[config.mk]
export PLATFORM = sky130hd
export DESIGN_NAME = voice_table
export DESIGN_NICKNAME = d
export VERILOG_FILES = /design/src/rtl/voice_table_pkg.sv /design/src/rtl/voice_table_user_voice_regs.sv /design/src/rtl/voice_table.sv
export SDC_FILE = /design/constraint.sdc
export NUM_CORES = 1
export LEC_CHECK = 0
export CORE_ASPECT_RATIO = 1.2
export CORE_MARGIN = 2
export CORE_UTILIZATION = 25
export CTS_BUF_LIST = sky130_fd_sc_hd__clkbuf_4
export DETAILED_ROUTE_END_ITERATION = 6
export SYNTH_ARGS = -nofsm -noshare
export SYNTH_HDL_FRONTEND = slang
export SYNTH_SLANG_ARGS = --single-unit
export TNS_END_PERCENT = 5
[constraint.sdc]
create_clock -name clk -period 3 [get_ports clk]
set_input_delay 0.6 -clock clk [delete_from_list [all_inputs] [get_ports clk]]
set_output_delay 0.6 -clock clk [all_outputs]
set_load 0.02 [all_outputs]
[src/rtl/voice_table_pkg.sv]
// OPLL voice types, preset instrument tables and user-register pack/unpack helpers.
// Presets are stored as the eight register bytes of each instrument and packed at elaboration.
package vm2413;

  typedef logic [7:0] USER_REG_TYPE;
  typedef USER_REG_TYPE [0:7] USER_REGS_TYPE;
  typedef logic [5:0] VOICE_ID_TYPE;

  typedef struct packed {
    logic       am;
    logic       pm;
    logic       eg;
    logic       kr;
    logic [3:0] ml;
    logic [1:0] kl;
    logic [5:0] tl;
    logic       wf;
    logic [2:0] fb;
    logic [3:0] ar;
    logic [3:0] dr;
    logic [3:0] sl;
    logic [3:0] rr;
  } VOICE_TYPE;

  localparam int VOICE_SLOTS = 38;
  localparam int PATCHES     = 19;

  typedef VOICE_TYPE [0:VOICE_SLOTS-1] VOICE_BANK_TYPE;
  typedef logic [0:PATCHES-1][63:0] PATCH_TABLE_TYPE;

  // @0..@15, then the BD, HH/SD and TOM/CYM rhythm patches; register bytes $00..$07
  localparam PATCH_TABLE_TYPE YM2413_PATCHES = {
    64'h0000000000000000, 64'h71611E17D0780017, 64'h13411A0DD8F72313, 64'h13019900F2C42123,
    64'h11610E078D647027, 64'h32211E06E1760128, 64'h31221605E0710018, 64'h21611D0782811107,
    64'h33212D13B0700007, 64'h61611B0664651017, 64'h41610B1885F08107, 64'h33018311EAEF1004,
    64'h17C12407F8F82212, 64'h61500C05D2F54042, 64'h01015503E9900302, 64'h41418903F1E4C013,
    64'h0101180FDFF86A6D, 64'h01010000C8D8A768, 64'h05010000F8AA5955
  };

  localparam PATCH_TABLE_TYPE VRC7_PATCHES = {
    64'h0000000000000000, 64'h03210506E8814227, 64'h1341140DD8F62312, 64'h11110808FAB22012,
    64'h31610C07A8646127, 64'h32211E06E1760128, 64'h02010600A3E2F4F4, 64'h21611D0782811107,
    64'h23212217A2720117, 64'h3511250040737201, 64'hB5010F0FA8A55102, 64'h17C12407F8F82212,
    64'h7123110665741816, 64'h0102D305C9950302, 64'h61630C0094C033F6, 64'h21720D00C1D55606,
    64'h0101180FDFF86A6D, 64'h01010000C8D8A768, 64'h05010000F8AA5955
  };

  function automatic VOICE_TYPE pack_user_m(USER_REGS_TYPE ur);
    VOICE_TYPE v;
    v = '0;
    {v.am, v.pm, v.eg, v.kr, v.ml} = ur[0];
    {v.kl, v.tl}                   = ur[2];
    v.wf                           = ur[3][3];
    v.fb                           = ur[3][2:0];
    {v.ar, v.dr}                   = ur[4];
    {v.sl, v.rr}                   = ur[6];
    return v;
  endfunction

  // The carrier has no TL or FB of its own; both stay zero.
  function automatic VOICE_TYPE pack_user_c(USER_REGS_TYPE ur);
    VOICE_TYPE v;
    v = '0;
    {v.am, v.pm, v.eg, v.kr, v.ml} = ur[1];
    v.kl                           = ur[3][7:6];
    v.wf                           = ur[3][4];
    {v.ar, v.dr}                   = ur[5];
    {v.sl, v.rr}                   = ur[7];
    return v;
  endfunction

  function automatic USER_REG_TYPE unpack_reg(VOICE_TYPE m, VOICE_TYPE c, logic [2:0] idx);
    USER_REG_TYPE r;
    case (idx)
      3'd0:    r = {m.am, m.pm, m.eg, m.kr, m.ml};
      3'd1:    r = {c.am, c.pm, c.eg, c.kr, c.ml};
      3'd2:    r = {m.kl, m.tl};
      3'd3:    r = {c.kl, 1'b0, c.wf, m.wf, m.fb};
      3'd4:    r = {m.ar, m.dr};
      3'd5:    r = {c.ar, c.dr};
      3'd6:    r = {m.sl, m.rr};
      default: r = {c.sl, c.rr};
    endcase
    return r;
  endfunction

  function automatic VOICE_BANK_TYPE build_bank(PATCH_TABLE_TYPE p);
    VOICE_BANK_TYPE b;
    for (int i = 0; i < PATCHES; i++) begin
      b[2*i]   = pack_user_m(USER_REGS_TYPE'(p[i]));
      b[2*i+1] = pack_user_c(USER_REGS_TYPE'(p[i]));
    end
    return b;
  endfunction

  localparam VOICE_BANK_TYPE YM2413_VOICES = build_bank(YM2413_PATCHES);
  localparam VOICE_BANK_TYPE VRC7_VOICES   = build_bank(VRC7_PATCHES);

endpackage

[src/rtl/voice_table_user_voice_regs.sv]
// User instrument @0: eight host registers with a single write port and packed M/C voice views.
// Writes land at the clock edge; the packed outputs follow the registers combinationally.
module user_voice_regs
  import vm2413::*;
(
  input  logic         clk,
  input  logic         reset_n,
  input  logic         i_we,
  input  logic [2:0]   i_waddr,
  input  USER_REG_TYPE i_wdata,
  output VOICE_TYPE    o_user_m,
  output VOICE_TYPE    o_user_c
);

  USER_REGS_TYPE r_ur;

  always_ff @(posedge clk or negedge reset_n) begin
    if (!reset_n) begin
      r_ur <= '0;
    end else if (i_we) begin
      r_ur[i_waddr] <= i_wdata;
    end
  end

  assign o_user_m = pack_user_m(r_ur);
  assign o_user_c = pack_user_c(r_ur);

endmodule

[src/rtl/voice_table.sv]
// Voice store: preset banks plus user voice @0, two registered read ports (1-cycle latency),
// and an 8-cycle copy engine that loads a preset into the user registers.
module voice_table
  import vm2413::*;
#(
  parameter int NUM_BANKS = 2,
  parameter int BANK_W    = (NUM_BANKS > 1) ? $clog2(NUM_BANKS) : 1,
  parameter int NUM_SLOTS = 38
) (
  input  logic              clk,
  input  logic              reset_n,
  input  logic [BANK_W-1:0] bank_sel,
  input  VOICE_ID_TYPE      rd_addr_a,
  output VOICE_TYPE         rd_data_a,
  input  VOICE_ID_TYPE      rd_addr_b,
  output VOICE_TYPE         rd_data_b,
  input  logic              wr_en,
  input  logic [2:0]        wr_addr,
  input  logic [7:0]        wr_data,
  output logic              wr_drop,
  input  logic              load_req,
  input  logic [3:0]        load_voice,
  input  logic [BANK_W-1:0] load_bank,
  output logic              load_busy,
  output logic              load_done
);

  typedef enum logic [1:0] {ST_IDLE, ST_COPY, ST_DONE} state_t;

  state_t            r_state, w_state_nxt;
  logic [2:0]        r_idx, w_idx_nxt;
  logic [3:0]        r_voice;
  logic [BANK_W-1:0] r_bank;
  logic              r_wr_drop;
  VOICE_TYPE         r_rd_a, r_rd_b;

  logic              w_latch, w_we, w_busy, w_done;
  logic [2:0]        w_waddr;
  USER_REG_TYPE      w_wdata;
  VOICE_TYPE         w_user_m, w_user_c, w_src_m, w_src_c;

  // Raw bank lookup; slots 0/1 hold the all-zero @0 preset, used as the copy source for voice 0.
  function automatic VOICE_TYPE f_preset(logic [BANK_W-1:0] bank, VOICE_ID_TYPE addr);
    VOICE_TYPE v;
    v = '0;
    if (int'(bank) < NUM_BANKS && int'(addr) < NUM_SLOTS) begin
      if (bank == BANK_W'(0))      v = YM2413_VOICES[addr];
      else if (bank == BANK_W'(1)) v = VRC7_VOICES[addr];
    end
    return v;
  endfunction

  function automatic VOICE_TYPE f_read(logic [BANK_W-1:0] bank, VOICE_ID_TYPE addr,
                                       VOICE_TYPE user_m, VOICE_TYPE user_c);
    VOICE_TYPE v;
    if (addr == VOICE_ID_TYPE'(0))      v = user_m;
    else if (addr == VOICE_ID_TYPE'(1)) v = user_c;
    else                                v = f_preset(bank, addr);
    return v;
  endfunction

  assign w_src_m = f_preset(r_bank, {1'b0, r_voice, 1'b0});
  assign w_src_c = f_preset(r_bank, {1'b0, r_voice, 1'b1});

  always_comb begin
    w_state_nxt = r_state;
    w_idx_nxt   = r_idx;
    w_latch     = 1'b0;
    w_we        = 1'b0;
    w_waddr     = wr_addr;
    w_wdata     = wr_data;
    w_busy      = 1'b0;
    w_done      = 1'b0;
    case (r_state)
      ST_IDLE: begin
        w_we = wr_en;
        if (load_req) begin
          w_latch     = 1'b1;
          w_idx_nxt   = 3'd0;
          w_state_nxt = ST_COPY;
        end
      end
      ST_COPY: begin
        w_busy    = 1'b1;
        w_we      = 1'b1;
        w_waddr   = r_idx;
        w_wdata   = unpack_reg(w_src_m, w_src_c, r_idx);
        w_idx_nxt = r_idx + 3'd1;
        if (r_idx == 3'd7) w_state_nxt = ST_DONE;
      end
      ST_DONE: begin
        w_busy      = 1'b1;
        w_done      = 1'b1;
        w_state_nxt = ST_IDLE;
      end
      default: w_state_nxt = ST_IDLE;
    endcase
  end

  always_ff @(posedge clk or negedge reset_n) begin
    if (!reset_n) begin
      r_state   <= ST_IDLE;
      r_idx     <= 3'd0;
      r_voice   <= 4'd0;
      r_bank    <= '0;
      r_wr_drop <= 1'b0;
      r_rd_a    <= '0;
      r_rd_b    <= '0;
    end else begin
      r_state   <= w_state_nxt;
      r_idx     <= w_idx_nxt;
      r_wr_drop <= wr_en & w_busy;
      r_rd_a    <= f_read(bank_sel, rd_addr_a, w_user_m, w_user_c);
      r_rd_b    <= f_read(bank_sel, rd_addr_b, w_user_m, w_user_c);
      if (w_latch) begin
        r_voice <= load_voice;
        r_bank  <= load_bank;
      end
    end
  end

  user_voice_regs u_regs (
    .clk      (clk),
    .reset_n  (reset_n),
    .i_we     (w_we),
    .i_waddr  (w_waddr),
    .i_wdata  (w_wdata),
    .o_user_m (w_user_m),
    .o_user_c (w_user_c)
  );

  assign rd_data_a = r_rd_a;
  assign rd_data_b = r_rd_b;
  assign wr_drop   = r_wr_drop;
  assign load_busy = w_busy;
  assign load_done = w_done;

endmodule
* After elaboration in Yosys (flattened, before gate mapping)
Memories as Yosys holds them, arrays and structs flattened.
Cells that the tools add are included.
** Word-level totals
- Logic and storage cells :: 126
- Bits of input ports :: 33
- Output and inout bits :: 75
- Memory bits (read-only) :: 18432
- Memories :: 8
- Flip-flop bits (word level) :: 147
** Memory list
- (name not given) :: depth 64, bits a word 36, rd ports 1, clocked after Yosys merged registers in 0, write ports 0, line voice_table.sv:48 : else if (bank == BANK_W'(1)) v = VRC7_VOICES[addr];
- (name not given) :: depth 64, bits a word 36, rd ports 1, clocked after Yosys merged registers in 0, write ports 0, line voice_table.sv:47 : if (bank == BANK_W'(0)) v = YM2413_VOICES[addr];
- (name not given) :: depth 64, bits a word 36, rd ports 1, clocked after Yosys merged registers in 0, write ports 0, line voice_table.sv:48
- (name not given) :: depth 64, bits a word 36, rd ports 1, clocked after Yosys merged registers in 0, write ports 0, line voice_table.sv:47
- (name not given) :: depth 64, bits a word 36, rd ports 1, clocked after Yosys merged registers in 0, write ports 0, line voice_table.sv:48
- (name not given) :: depth 64, bits a word 36, rd ports 1, clocked after Yosys merged registers in 0, write ports 0, line voice_table.sv:47
- +2 memories
** Cells by class
- $add $sub $neg :: 1
- Mux-type cells :: 42
- Eq/ne operators :: 13
- Magnitude comparators :: 8
- Bitwise logic cells :: 6
- Reduce and logical (&&, ||, !) cells :: 9
** Operators with widths (count)
- $mux 36 :: 26
- $bwmux 64 :: 1
- $pmux 8 s7 :: 1
- $ge 7x7->1 const B :: 4
- $demux 8 s3 :: 1
- $mux 8 :: 2
- $not 5->7 :: 2
- $not 6->7 :: 2
- $eq 3x3->1 const B :: 4
- $eq 6x1->1 const B :: 2
- $logic_not 6->1 :: 2
- $lt 6x6->1 const B :: 2
- $eq 3x2->1 const B :: 2
- $mux 3 :: 2
- $pmux 3 s2 :: 1
- $ge 4x4->1 const B :: 1
- $lt 4x1->1 const B :: 1
- $mux 1 :: 4
- $mux 2 :: 2
- $ne 2x2->1 const B :: 2
- $not 3->4 :: 1
- $pmux 2 s2 :: 1
- $reduce_and 2->1 :: 2
- $add 3x1->3 const B :: 1
- other kinds (10) :: 10

* Logic depth before layout (Yosys ltp)
Gate-level depths: netlist of the first run.
- Depth after elaboration :: 8
- Gate-level depth with buffers :: 12
- Depth with buffers taken out :: 8

* By module
A second synthesis of the first run with hierarchy kept.
** Unflattened totals
- Cell total of the unflattened synthesis :: 1828
- Area total of the unflattened synthesis :: 14253.7 µm²
** Modules (own cells, without submodules)
- voice_table :: area each 11766.3 µm², instances 1, cells each 1677
- user_voice_regs :: area each 2487.4 µm², instances 1, cells each 151

* Worst setup path before layout of the first run
Ideal clock, no wire load.
- Path kind :: flip-flop to flip-flop
- From :: register r_voice[1]
- To :: register u_regs.r_ur, in the netlist u_regs.o_user_c[10]
- Path slack :: 0.082 ns
- Data arrival time :: 2.780 ns
- Cell stages (with the launch flop) :: 11
- Path buffers :: 3
- Data required time :: 2.862 ns
- Cell sequence :: dfrtp_1 clkbuf_1 inv_1 ha_1 buf_2 clkbuf_1 a221o_1 nand3_1 o2111ai_1 o41ai_4 o21ai_1
** On the way
- Word-level cells in the longest chain between the ends :: 8
- Elaborated cells between the ends (all ways) :: 19
** Ends and longest elaborated chain
- start, declared :: line voice_table.sv:32 : logic [3:0] r_voice;
- start signal, assigned :: line voice_table.sv:116 : r_voice <= load_voice;
- $not 5->7 (implied by the code) :: line voice_table.sv:47, voice_table.sv:48
- $mem_v2 64x36 (on tied branches)
- $mux 36 (on tied branches) (2 in series) :: line voice_table.sv:47, voice_table.sv:48
- $mux 36 :: line voice_table.sv:47
- $pmux 8 s7 * :: line voice_table_pkg.sv:74 : case (idx)
- $mux 8 * :: line voice_table.sv:74 : case (r_state)
- $bwmux 64 * :: line voice_table_user_voice_regs.sv:21 : r_ur[i_waddr] <= i_wdata;
- end signal, assigned by index :: line voice_table_user_voice_regs.sv:21
- end, declared :: line voice_table_user_voice_regs.sv:15 : USER_REGS_TYPE r_ur;
Mark *: on every way between the ends. The rest lies on a longest branch, timed or not. The select of a mux whose other input is x is not followed.
A chain may end at the register's enable or synchronous reset.

* Final worst setup path of the first run
- From :: register r_voice[0]
- To :: register u_regs.r_ur, in the netlist u_regs.o_user_c[11]
The elaborated chain is that of the path after synthesis.

==> flow_metrics.py, run 1 <==
metrics = {
    "synth": {
        "ys_seq_elements": 146,
        "syn-cell-area_um2": 13900,
        "ys_async_sr_fraction_pct": 100,
        "synth_top_cell_area_share_pct": 26.2,
        "synth_edf_count": 0,
        "syn_avg_cell_area_um2": 7.50,
        "synthFlopType": "dfrtp_1",
        "yosys.area.top_type": "dfrtp_1",
        "synth.net_count": 1955,
        "ys_types": 83,
        "synthCells": 1859,
        "seq_area_frac_synth_pct": 26.2,
        "ys_warn_count": 0,
        "synthTopCellsByArea": "dfrtp_1 (26%), o21ai_0 (6.5%), nand2_1 (6.4%)",
    },
    "sta": {
        "slew_headroom_pct": 37.4,
        "slew_violations": 0,
        "layout_min_cycle_time_ps": 2890,
        "whs_ps": 423,
        "period_share_pct": 96.2,
        "hold_viol_final": 0,
        "setup_viol_count_final": 0,
        "fin_skew_ps": 26.1,
        "fmax_ghz": 0.347,
        "tightestPinTransition_ps": 915,
    },
    "die": {
        "initial_core_util_pct": 25.4,
        "fp-row-count": 94,
        "core_um2": 54900,
        "dieArea_um2": 57700,
        "die-width_um": 220,
        "pin_count": 108,
        "die_h_um": 263,
    },
    "clocking": {
        "cts_htree_levels": 4,
        "numCtsBuffers": 17,
        "cts_tree": "done",
        "cts.clk_slew.worst_paths_ps": 140,
        "clockBufferDepth": 2,
        "clk_latency_ps": 650,
        "cts_root_buf": "clkbuf_4",
        "cts_sinks": 146,
    },
    "layout": {
        "fin_nets": 2216,
        "area_delta_synth_final_pct": 29.3,
        "layout_common_cells": "buf_4 (312), nand2_1 (236), o21ai_0 (181)",
        "filler_cell_count": 5788,
        "drive_gt1_share_pct": 18.9,
        "final_common_cell": "buf_4",
        "regArea_um2": 3660,
        "multi_input_area_um2": 9330,
    },
    "grt": {
        "grt_pass1_vias": 16000,
        "grt_pass1_wl_um": 103000,
        "antenna_found_initial": 2,
        "grt_overflow": 0,
        "grt_max_degree": 81,
        "grt_use_total_pct": 23.6,
    },
    "critical_path": {
        "cp-end-kind": "flop",
        "criticalPathCategory": "reg -> reg",
        "required_ps": 3560,
        "crit_arrival_ps": 3440,
        "reg2reg_slack_ps": 110,
        "critPathMaxFanout": 9,
        "cp-start-kind": "flop",
    },
    "power_and_ir_drop": {
        "power.density_nw_per_um2": 721,
        "p_leak_nw": 7.40,
        "total_power_mw": 13.0,
        "peakVddDrop_v": 0.000590,
    },
    "route": {
        "vias_per_cell": 5.92,
        "vias": 16900,
        "wl_um": 69400,
        "drc_errors": 0,
        "drt_iter0_drc": 2389,
        "routedWlPerCell_um": 24.3,
        "antenna_left": 0,
        "drtPass1Iterations": 6,
    },
    "place": {
        "portBuffers": 107,
        "place.gp.congestion": 1.02,
        "dp_hpwl_um": 53900,
    },
    "hold_path": {
        "hold_class": "in -> reg",
    },
    "status": {
        "status": "complete, no violations",
    },
    "run": {
        "max_cap_viol_count": 0,
    },
}
==> cell usage after synthesis (10+ instances only) <==
cell type,instances
o311ai_0,20
o32ai_1,15
and3_1,12
a221oi_1,25
ha_1,63
o221ai_1,11
a21oi_1,161
o211ai_1,34
buf_2,50
nor2b_1,48
dfrtp_1,146
o22ai_1,21
clkbuf_1,111
mux2i_1,26
a311oi_1,23
inv_1,37
nand2_1,236
or3_1,10
nor2_1,121
a211oi_1,28
a32oi_1,14
nand3_1,49
o21ai_1,16
o31ai_1,13
buf_1,18
and2_1,19
nor4_1,13
a31oi_1,42
mux2_2,10
a221o_1,11
a22oi_1,20
nand2b_1,53
o21ai_0,181
nor3_1,33
nand4_1,11
a211o_1,11
==> layout make-up <==
type,count,share of cell area [%]
flip-flops and latches,146,20.3
inverters,42,0.875
multi-input cells,1482,51.7
clock inverters,13,1.08
repair buffers,431,20.2
diodes,2,0.0278
clock buffers,18,0.750
well taps,720,5.00
==> where the power goes <==
group | internal [mW] | switching, mW | total, mW
clock | 0.683 | 0.809 | 1.49
sequential | 2.53 | 0.836 | 3.36
combinational | 3.01 | 5.12 | 8.13
total | 6.22 | 6.77 | 13.0
==> critical path, stage by stage, from the launching register on <==
cell	delay, ps
dfrtp_1	430
inv_1	80
buf_4	190
ha_1	460
buf_4	240
nand2b_1	240
nand3_1	250
nor2_1	70
nor4_1	190
buf_4	170
o21ai_1	100
buf_4	190
o21ai_0	170
==> routing by layer <==
layer | vias up | part of all wire, % | GRT usage [%]
met5 | - | 0 | 0
met4 | 0 | 7.0 | 13.8
met3 | 233 | 7.8 | 2.64
met2 | 1062 | 46 | 38.4
met1 | 8107 | 39 | 29.9
li1 | 7485 | - | -
==> through the flow <==
| step | cells | TNS, ps | setup slack [ps] | util [%] | area [um2] |
|---|---|---|---|---|---|
| after floorplan | 1859 | 0 | 81.7 | - | 13900 |
| after global placement | 2819 | -1940 | -511 | 32.1 | 17700 |
| after detailed placement | 2819 | -1930 | -475 | 32.1 | 17700 |
| after CTS | 2851 | 0 | 58.6 | 32.8 | 18000 |
| after global routing | 2854 | -3.83 | -3.83 | 32.8 | 18000 |
| final | 2854 | 0 | 115 | 32.8 | 18000 |
==> cell families after synthesis <==
kind of cell / count (synthesis) / synth area share (%)
AOI/OAI and AO/OA: 729 / 34.6
xor gates and xnor gates: 6 / 0.377
adders and majority gates: 64 / 5.73
buffers and inverters: 231 / 7.05
DFF: 146 / 26.2
muxes: 45 / 4.13
and+or+nand+nor: 638 / 21.9
==> worst paths after layout <==
path                                startpoint                  end  cells past startpoint
max                                 r_voice[0]  u_regs.o_user_c[11]                     12
max reg2reg                         r_voice[0]  u_regs.o_user_c[11]                     12
max in group asynchronous              reset_n        rd_data_a[25]                      3
min reg2reg                u_regs.o_user_c[31]  u_regs.o_user_c[31]                      2
min                               rd_addr_a[4]        rd_data_a[13]                      3
min in group asynchronous              reset_n           r_voice[1]                      2
==> sequential cells by signal (all words and copies together), names as in the netlist <==
| name | cells |
|---|---|
| r_idx | 3 |
| rd_data_a | 36 |
| u_regs.o_user_m | 36 |
| u_regs.o_user_c | 27 |
| r_state | 2 |
| rd_data_b | 36 |
| r_voice | 4 |
| r_bank | 1 |
| wr_drop | 1 |
==> timing repair <==
item                                   4_1_cts  5_1_grt
setup endpoints to repair                    0       16
resized for setup                            0        4
hold buffers                                 1        0
setup buffers                                0        1
endpoints found under the hold margin       53        0
Note: power is estimated with default switching activity, not from simulation.
==> run 2: changes to the inputs <==
--- a/config.mk
+++ b/config.mk
@@ -5,11 +5,13 @@
 export SDC_FILE = /design/constraint.sdc
 export NUM_CORES = 1
 export LEC_CHECK = 0
+export CAP_MARGIN = 20
 export CORE_ASPECT_RATIO = 1.2
 export CORE_MARGIN = 2
 export CORE_UTILIZATION = 25
 export CTS_BUF_LIST = sky130_fd_sc_hd__clkbuf_4
 export DETAILED_ROUTE_END_ITERATION = 6
+export HOLD_SLACK_MARGIN = 0.03
 export SYNTH_ARGS = -nofsm -noshare
 export SYNTH_HDL_FRONTEND = slang
 export SYNTH_SLANG_ARGS = --single-unit
==> results of run 2 <==
No change in the layout: final DEF, timing and power equal those of run 1.
